--- src/rtl/ram_arbiter.sv ---
// Two-master arbiter and sequencer in front of a single-read/single-write
// synchronous RAM. Master 0 is instruction fetch, master 1 is load/store.
// Round-robin between masters, with an optional lock that lets one master
// keep the port for a bounded number of consecutive grants while the other
// master waits. Read data returns one cycle after the grant, qualified by a
// per-master valid strobe.
module ram_arbiter #(
    parameter int AW        = 5,
    parameter int DW        = 32,
    parameter int MAX_BURST = 4
) (
    input  logic          clk,
    input  logic          rst,

    input  logic          m0_req,
    input  logic          m0_we,
    input  logic          m0_lock,
    input  logic [AW-1:0] m0_addr,
    input  logic [DW-1:0] m0_wdata,
    output logic          m0_gnt,
    output logic          m0_rvalid,

    input  logic          m1_req,
    input  logic          m1_we,
    input  logic          m1_lock,
    input  logic [AW-1:0] m1_addr,
    input  logic [DW-1:0] m1_wdata,
    output logic          m1_gnt,
    output logic          m1_rvalid,

    output logic [DW-1:0] rdata,

    output logic          ram_we,
    output logic [AW-1:0] ram_w_addr,
    output logic [DW-1:0] ram_w_data,
    output logic [AW-1:0] ram_r_addr,
    input  logic [DW-1:0] ram_r_data
);

    // Burst counter must be able to hold MAX_BURST itself (it saturates there).
    localparam int            CW      = $clog2(MAX_BURST + 1);
    localparam logic [CW-1:0] CNT_MAX = CW'(MAX_BURST);
    localparam logic [CW-1:0] CNT_ONE = CW'(1);

    logic          last;       // master granted most recently (0/1)
    logic          locked;     // owner asked to keep the port
    logic          owner;      // master holding (or last holding) the lock
    logic [CW-1:0] cnt;        // consecutive grants to the locking owner

    logic          req_owner;
    logic          req_other;
    logic          hold;
    logic          gnt_any;
    logic          gnt_sel;    // 0 = master 0, 1 = master 1
    logic          sel_we;
    logic          sel_lock;

    // Grant decision: a locking owner keeps the port until its burst budget is
    // spent while the other master waits; otherwise plain round-robin.
    always_comb begin
        req_owner = owner ? m1_req : m0_req;
        req_other = owner ? m0_req : m1_req;
        hold      = locked && req_owner && ((cnt < CNT_MAX) || !req_other);
        gnt_any   = 1'b0;
        gnt_sel   = 1'b0;
        if (rst) begin
            gnt_any = 1'b0;
        end else if (hold) begin
            gnt_any = 1'b1;
            gnt_sel = owner;
        end else if (m0_req && m1_req) begin
            gnt_any = 1'b1;
            gnt_sel = ~last;
        end else if (m0_req) begin
            gnt_any = 1'b1;
            gnt_sel = 1'b0;
        end else if (m1_req) begin
            gnt_any = 1'b1;
            gnt_sel = 1'b1;
        end
    end

    assign m0_gnt   = gnt_any && !gnt_sel;
    assign m1_gnt   = gnt_any &&  gnt_sel;
    assign sel_we   = gnt_sel ? m1_we   : m0_we;
    assign sel_lock = gnt_sel ? m1_lock : m0_lock;

    // The granted master drives both RAM ports; gnt_sel is 0 with no grant,
    // so an idle read port simply follows master 0's address.
    assign ram_we     = gnt_any && sel_we;
    assign ram_w_addr = gnt_sel ? m1_addr  : m0_addr;
    assign ram_w_data = gnt_sel ? m1_wdata : m0_wdata;
    assign ram_r_addr = gnt_sel ? m1_addr  : m0_addr;
    assign rdata      = ram_r_data;

    // Arbitration history, lock/burst tracking and read-valid strobes.
    always_ff @(posedge clk or posedge rst) begin
        if (rst) begin
            last      <= 1'b1;
            locked    <= 1'b0;
            owner     <= 1'b0;
            cnt       <= '0;
            m0_rvalid <= 1'b0;
            m1_rvalid <= 1'b0;
        end else begin
            m0_rvalid <= m0_gnt && !m0_we;
            m1_rvalid <= m1_gnt && !m1_we;
            if (gnt_any) begin
                last   <= gnt_sel;
                locked <= sel_lock;
                owner  <= gnt_sel;
                if ((gnt_sel == owner) && locked) begin
                    cnt <= (cnt < CNT_MAX) ? cnt + CNT_ONE : CNT_MAX;
                end else begin
                    cnt <= CNT_ONE;
                end
            end else begin
                locked <= 1'b0;
                cnt    <= '0;
            end
        end
    end

endmodule

--- config.mk ---
export PLATFORM = sky130hd
export DESIGN_NAME = ram_arbiter
export DESIGN_NICKNAME = d
export VERILOG_FILES = /design/src/rtl/ram_arbiter.sv
export SDC_FILE = /design/constraint.sdc
export NUM_CORES = 1
export LEC_CHECK = 0
export CAP_MARGIN = 20
export CELL_PAD_IN_SITES_DETAIL_PLACEMENT = 0
export CELL_PAD_IN_SITES_GLOBAL_PLACEMENT = 1
export CORE_MARGIN = 2
export CORE_UTILIZATION = 17
export CTS_BUF_LIST = sky130_fd_sc_hd__clkbuf_4 sky130_fd_sc_hd__clkbuf_8
export DETAILED_ROUTE_END_ITERATION = 16
export HOLD_SLACK_MARGIN = 0.06
export PLACE_DENSITY_LB_ADDON = 0.12
export SYNTH_ARGS = -nofsm -noshare
export SYNTH_HDL_FRONTEND = slang
export SYNTH_SLANG_ARGS = --single-unit
--- constraint.sdc ---
create_clock -name clk -period 6 [get_ports clk]
set_clock_uncertainty 0.2 [all_clocks]
set_input_delay 1.2 -clock clk [delete_from_list [all_inputs] [get_ports clk]]
set_output_delay 1.2 -clock clk [all_outputs]
set_load 0.02 [all_outputs]
# Yosys cells after proc, flatten, opt, wreduce, memory -nomap -nowiden
# Index checks and enable logic that the tools add are counted.
[word_totals] register_bits=8 in_bits=114 out_inout_bits=79 elab_cells=43
[op_classes] addsub=1 magnitude_cmp=1 n_eq_ne=1 mux=19 bitwise_logic=1 reduce_logical=14
[op_table] op="$mux 32" n=1
[op_table] op="$mux 1" n=14
[op_table] op="$logic_and 1x1->1" n=9
[op_table] op="$mux 3" n=3
[op_table] op="$mux 5" n=1
[op_table] op="$logic_not 1->1" n=4
[op_table] op="$add 3x1->3 const B" n=1
[op_table] op="$lt 3x3->1 const B" n=1
[op_table] op="$eq 1x1->1" n=1
[op_table] op="$logic_or 1x1->1" n=1
[op_table] op="$not 1->1" n=1

# Logic depth before layout (Yosys ltp)
[logic_depth] ltp_word=10 depth_mapped=6 depth_no_buf=4

# Least setup slack after synthesis
# No wires, ideal clock.
[synth_timing] path_type="in2out" start="in rst" end="out ram_w_addr[0]" arrival_ns=2.496 t_required_ns=4.600 path_slack_ns=2.104 path_stages=6 n_path_buf=2 path_cell_list="nand2b_1 a31o_4 nor2_8 buf_8 mux2_4 buf_4"
[synth_between] elab_chain_len=2
[synth_lines] element="start, declared" line_no="13" rtl="input logic rst,"
[synth_lines] element="$mux 1" line_no="66" rtl="if (rst) begin"
[synth_lines] element="$mux 5"
[synth_lines] element="end, declared" line_no="34" rtl="output logic [AW-1:0] ram_w_addr,"
# No other way between the ends.

# Worst setup path after layout
[layout_timing] start="in m1_req" end="out ram_we"
[layout_between] elab_chain_len=8 elab_cells_between_ends=18 classes_between="12 x mux; 6 x reduce/logical"
[layout_lines] element="start, declared" line_no="23" rtl="input logic m1_req,"
[layout_lines] element="$mux 1" line_no="62" rtl="req_other = owner ? m0_req : m1_req;"
[layout_lines] element="$logic_not 1->1" line_no="63" rtl="hold = locked && req_owner && ((cnt < CNT_MAX) || !req_other);"
[layout_lines] element="$logic_or 1x1->1" line_no="63"
[layout_lines] element="$logic_and 1x1->1" line_no="63"
[layout_lines] element="$mux 1" line_no="68" rtl="end else if (hold) begin"
[layout_lines] element="$mux 1" line_no="66"
[layout_lines] element="$mux 1" line_no="85" rtl="assign sel_we = gnt_sel ? m1_we : m0_we;"
[layout_lines] element="$logic_and 1x1->1 (*)" line_no="90" rtl="assign ram_we = gnt_any && sel_we;"
[layout_lines] element="end, declared" line_no="33" rtl="output logic ram_we,"
# Every way passes the cells marked *; elsewhere a longest branch is shown, timed or not.

==> key figures <==
Status
  – Status: finished clean

Worst setup path
  – Required time worst endpoint: 4.60 ns
  – CP bufs+invs: 3
  – FF-to-FF path depth: 4
  – Crit path launch type: input port
  – Crit path cell chain: clkdlybuf4s50_1, nand2b_1, a31o_4, nor2_8, buf_12, mux2_2, clkdlybuf4s50_1
  – Slowest-stage cell, CP: clkdlybuf4s50_1
  – Largest delay share family, worst path: buffers and inverters
  – Setup CP Type: input port to output port
  – Most used cell, CP: clkdlybuf4s50_1
  – CP arrival: around 3.8 ns
  – Critical Path Max Stage Delay: 0.55 ns
  – Worst path depth: 7
  – Critical path peak fanout: 26
  – Critical Path End Type: output port

Synthesis
  – Ys Warns: 0
  – Post-synth EDFFs: 0
  – Async SR Flop Fraction: 1.00
  – Sequential area share after synthesis: 0.150
  – Main synth FF type: dfrtp_1
  – Top cell type's share of synthesized area: 0.393
  – FF+latch count, synth: 8
  – Synth cell types: 24
  – Post-synth top cells: 37 x buf_4, 35 x mux2_4, 7 x dfrtp_1
  – Post-synth top area cell: mux2_4
  – Synth area leaders: mux2_4 39%, buf_4 21%, dfrtp_1 13%
  – Mapped Nets: 230
  – Most frequent cell after synthesis: buf_4
  – Cell Area, Synth: 1340 um^2
  – Syn avg cell area: 11.6 um^2
  – Mapped Cells: about 120

STA
  – RSZ-0062 raised after global routing: no
  – Min Clock Period, post-route: 5.19 ns
  – Setup TNS: 0 ns
  – Relative slew margins: 0.570
  – Setup violators final: 0
  – Max Slew Vio Count: 0
  – Fmax: 193 MHz
  – Final Hold Viols: 0
  – Measured slew at the worst slew-check pin: ~0.64 ns
  – Final setup margin: 0.810 ns
  – Min Hold Slack: between 0.3 and 0.4 ns
  – Period Utilization, post-route: 0.865

Worst hold path
  – Worst hold path cell count: 1
  – Worst hold path class: flop to flop

Flow run
  – Max-cap violations: 0

Clocking
  – CTS tree: yes
  – Clock Tree Buf Depth: 2
  – Worst-Skew Late Latency: ~0.23 ns
  – Clock root cell: clkbuf_8
  – Clock Pin Slew Worst Setup and Hold Paths: 0.04 ns
  – Num Clock Sinks: 8
  – H-tree depth: 1
  – Resized Gates After CTS: 0
  – Hold buffer count at cts: 0
  – Num CTS Buffers: 3
  – Post-CTS Setup Bufs: 0

Global routing
  – Initial antenna violation count: 0
  – Pin count of the biggest net entering global routing: 27
  – Number of global-route vias before repair: 1233
  – First-pass GRT wire length: 6480 um
  – GRT overflow: 0
  – All-layer global routing usage: 0.0939

Drt
  – DR vias: 1167
  – Via density: 3.78
  – Post-Route WL: 4510 um
  – Initial DRC Count: 8
  – DRT antenna net count: 0
  – First drt pass iteration count: 2
  – # DRC: 0
  – WL/cell: between 10 and 15 um

Die
  – Die H: 92.7 um
  – FP Rows: 32
  – Die area: around 8600 um^2
  – Chip Width: 92.7 um
  – Initial Util: 0.174
  – IO Pins: 193
  – Core area: 7690 um^2

Finish
  – Layout cells sized above 1: 0.246
  – Design area: 2460 um^2
  – Antenna diode count: 0
  – Nets@finish: 323
  – Syn-to-layout area delta: 84.0%

Power and ir drop
  – Cell leakage power: 0.999 nW
  – Pwr Density: 141 nW/um^2
  – Total power: 0.000348 W
  – VDD IR max: 0.104 mV

Placement
  – Port Buffer Count: 128
  – Place WS: 0.800 ns
  – Placer Congestion: 0.757
  – Placed Area: roughly 2400 um^2
  – HPWL after DPL: 3930 um
-- final cells by class --
type	instances	area [um^2]
sequential	8	201
timing repair buffer	129	1300
inverter	4	15.0
multi-input combinational	62	769
clock buffer	4	48.8
fill	801	5220
tap	102	128
-- final timing paths --
check | start | end | slack, ns
hold reg to reg | last$_DFFE_PP1P_ | last$_DFFE_PP1P_ | 0.33
hold / removal | last$_DFFE_PP1P_ | last$_DFFE_PP1P_ | 0.33
max in group asynchronous | rst | last$_DFFE_PP1P_ | 4.19
min in group asynchronous | rst | owner$_DFFE_PP0P_ | 1.11
setup / recovery | m1_req | ram_we | 0.81
setup reg to reg | cnt[2]$_DFF_PP0_ | locked$_DFF_PP0_ | 3.89
-- routing by layer --
| metal | share of wire | wire length (um) | global-route usage |
|---|---|---|---|
| met1 | 0.35 | 1590 | 0.0964 |
| met2 | 0.55 | 2500 | 0.184 |
| met3 | 0.087 | 394 | 0.0301 |
| met4 | 0.0042 | 19 | 0.0196 |
| met5 | 0 | 0 | 0 |
-- registers in the layout (all words and copies together) (netlist names) --
name,cells
owner,1
m0_rvalid,1
locked,1
last,1
m1_rvalid,1
cnt,3
-- metrics by stage --
stage,util,std cells
2_1_floorplan,-,115
3_3_place_gp,0.314,305
3_5_place_dp,0.314,305
4_1_cts,0.320,309
5_1_grt,0.320,309
6_report,0.320,309
-- power by group --
part / switching [W] / total (W) / internal [W]
Sequential: 0.00000480 / 0.0000636 / 0.0000588
Combinational: 0.0000793 / 0.000211 / 0.000131
Clock: 0.0000229 / 0.0000736 / 0.0000507
Total: 0.000107 / 0.000348 / 0.000241
-- worst register-to-register path, cell delays in order, from the launching register on --
cell and delay, ns:
dfrtp_1 0.45, nand2b_4 0.17, a31o_4 0.27, nor2_8 0.50, mux2_2 0.41
-- logic make-up (layout without fill, tap and decap cells) --
logic type / Yosys count / in the layout / synth area share
and+or+nand+nor: 12 / 12 / 0.0645
adders and majority gates: 1 / 1 / 0.00934
DFF: 8 / 8 / 0.150
muxes: 39 / 39 / 0.426
AOI/OAI and AO/OA: 10 / 10 / 0.0748
buffers and inverters: 45 / 137 / 0.275
-- placed cells by master, fill, tap and decap left out, drive strengths merged, types with 2 or more instances in the layout --
master and n:
dfrtp 7, nor3 2, a21o 2, clkdlybuf4s50 128, mux2 39, nor2 5
nand2b 3, clkbuf 4, a211oi 3, inv 4, o21ai 2
(Power assumes the default switching activity.)
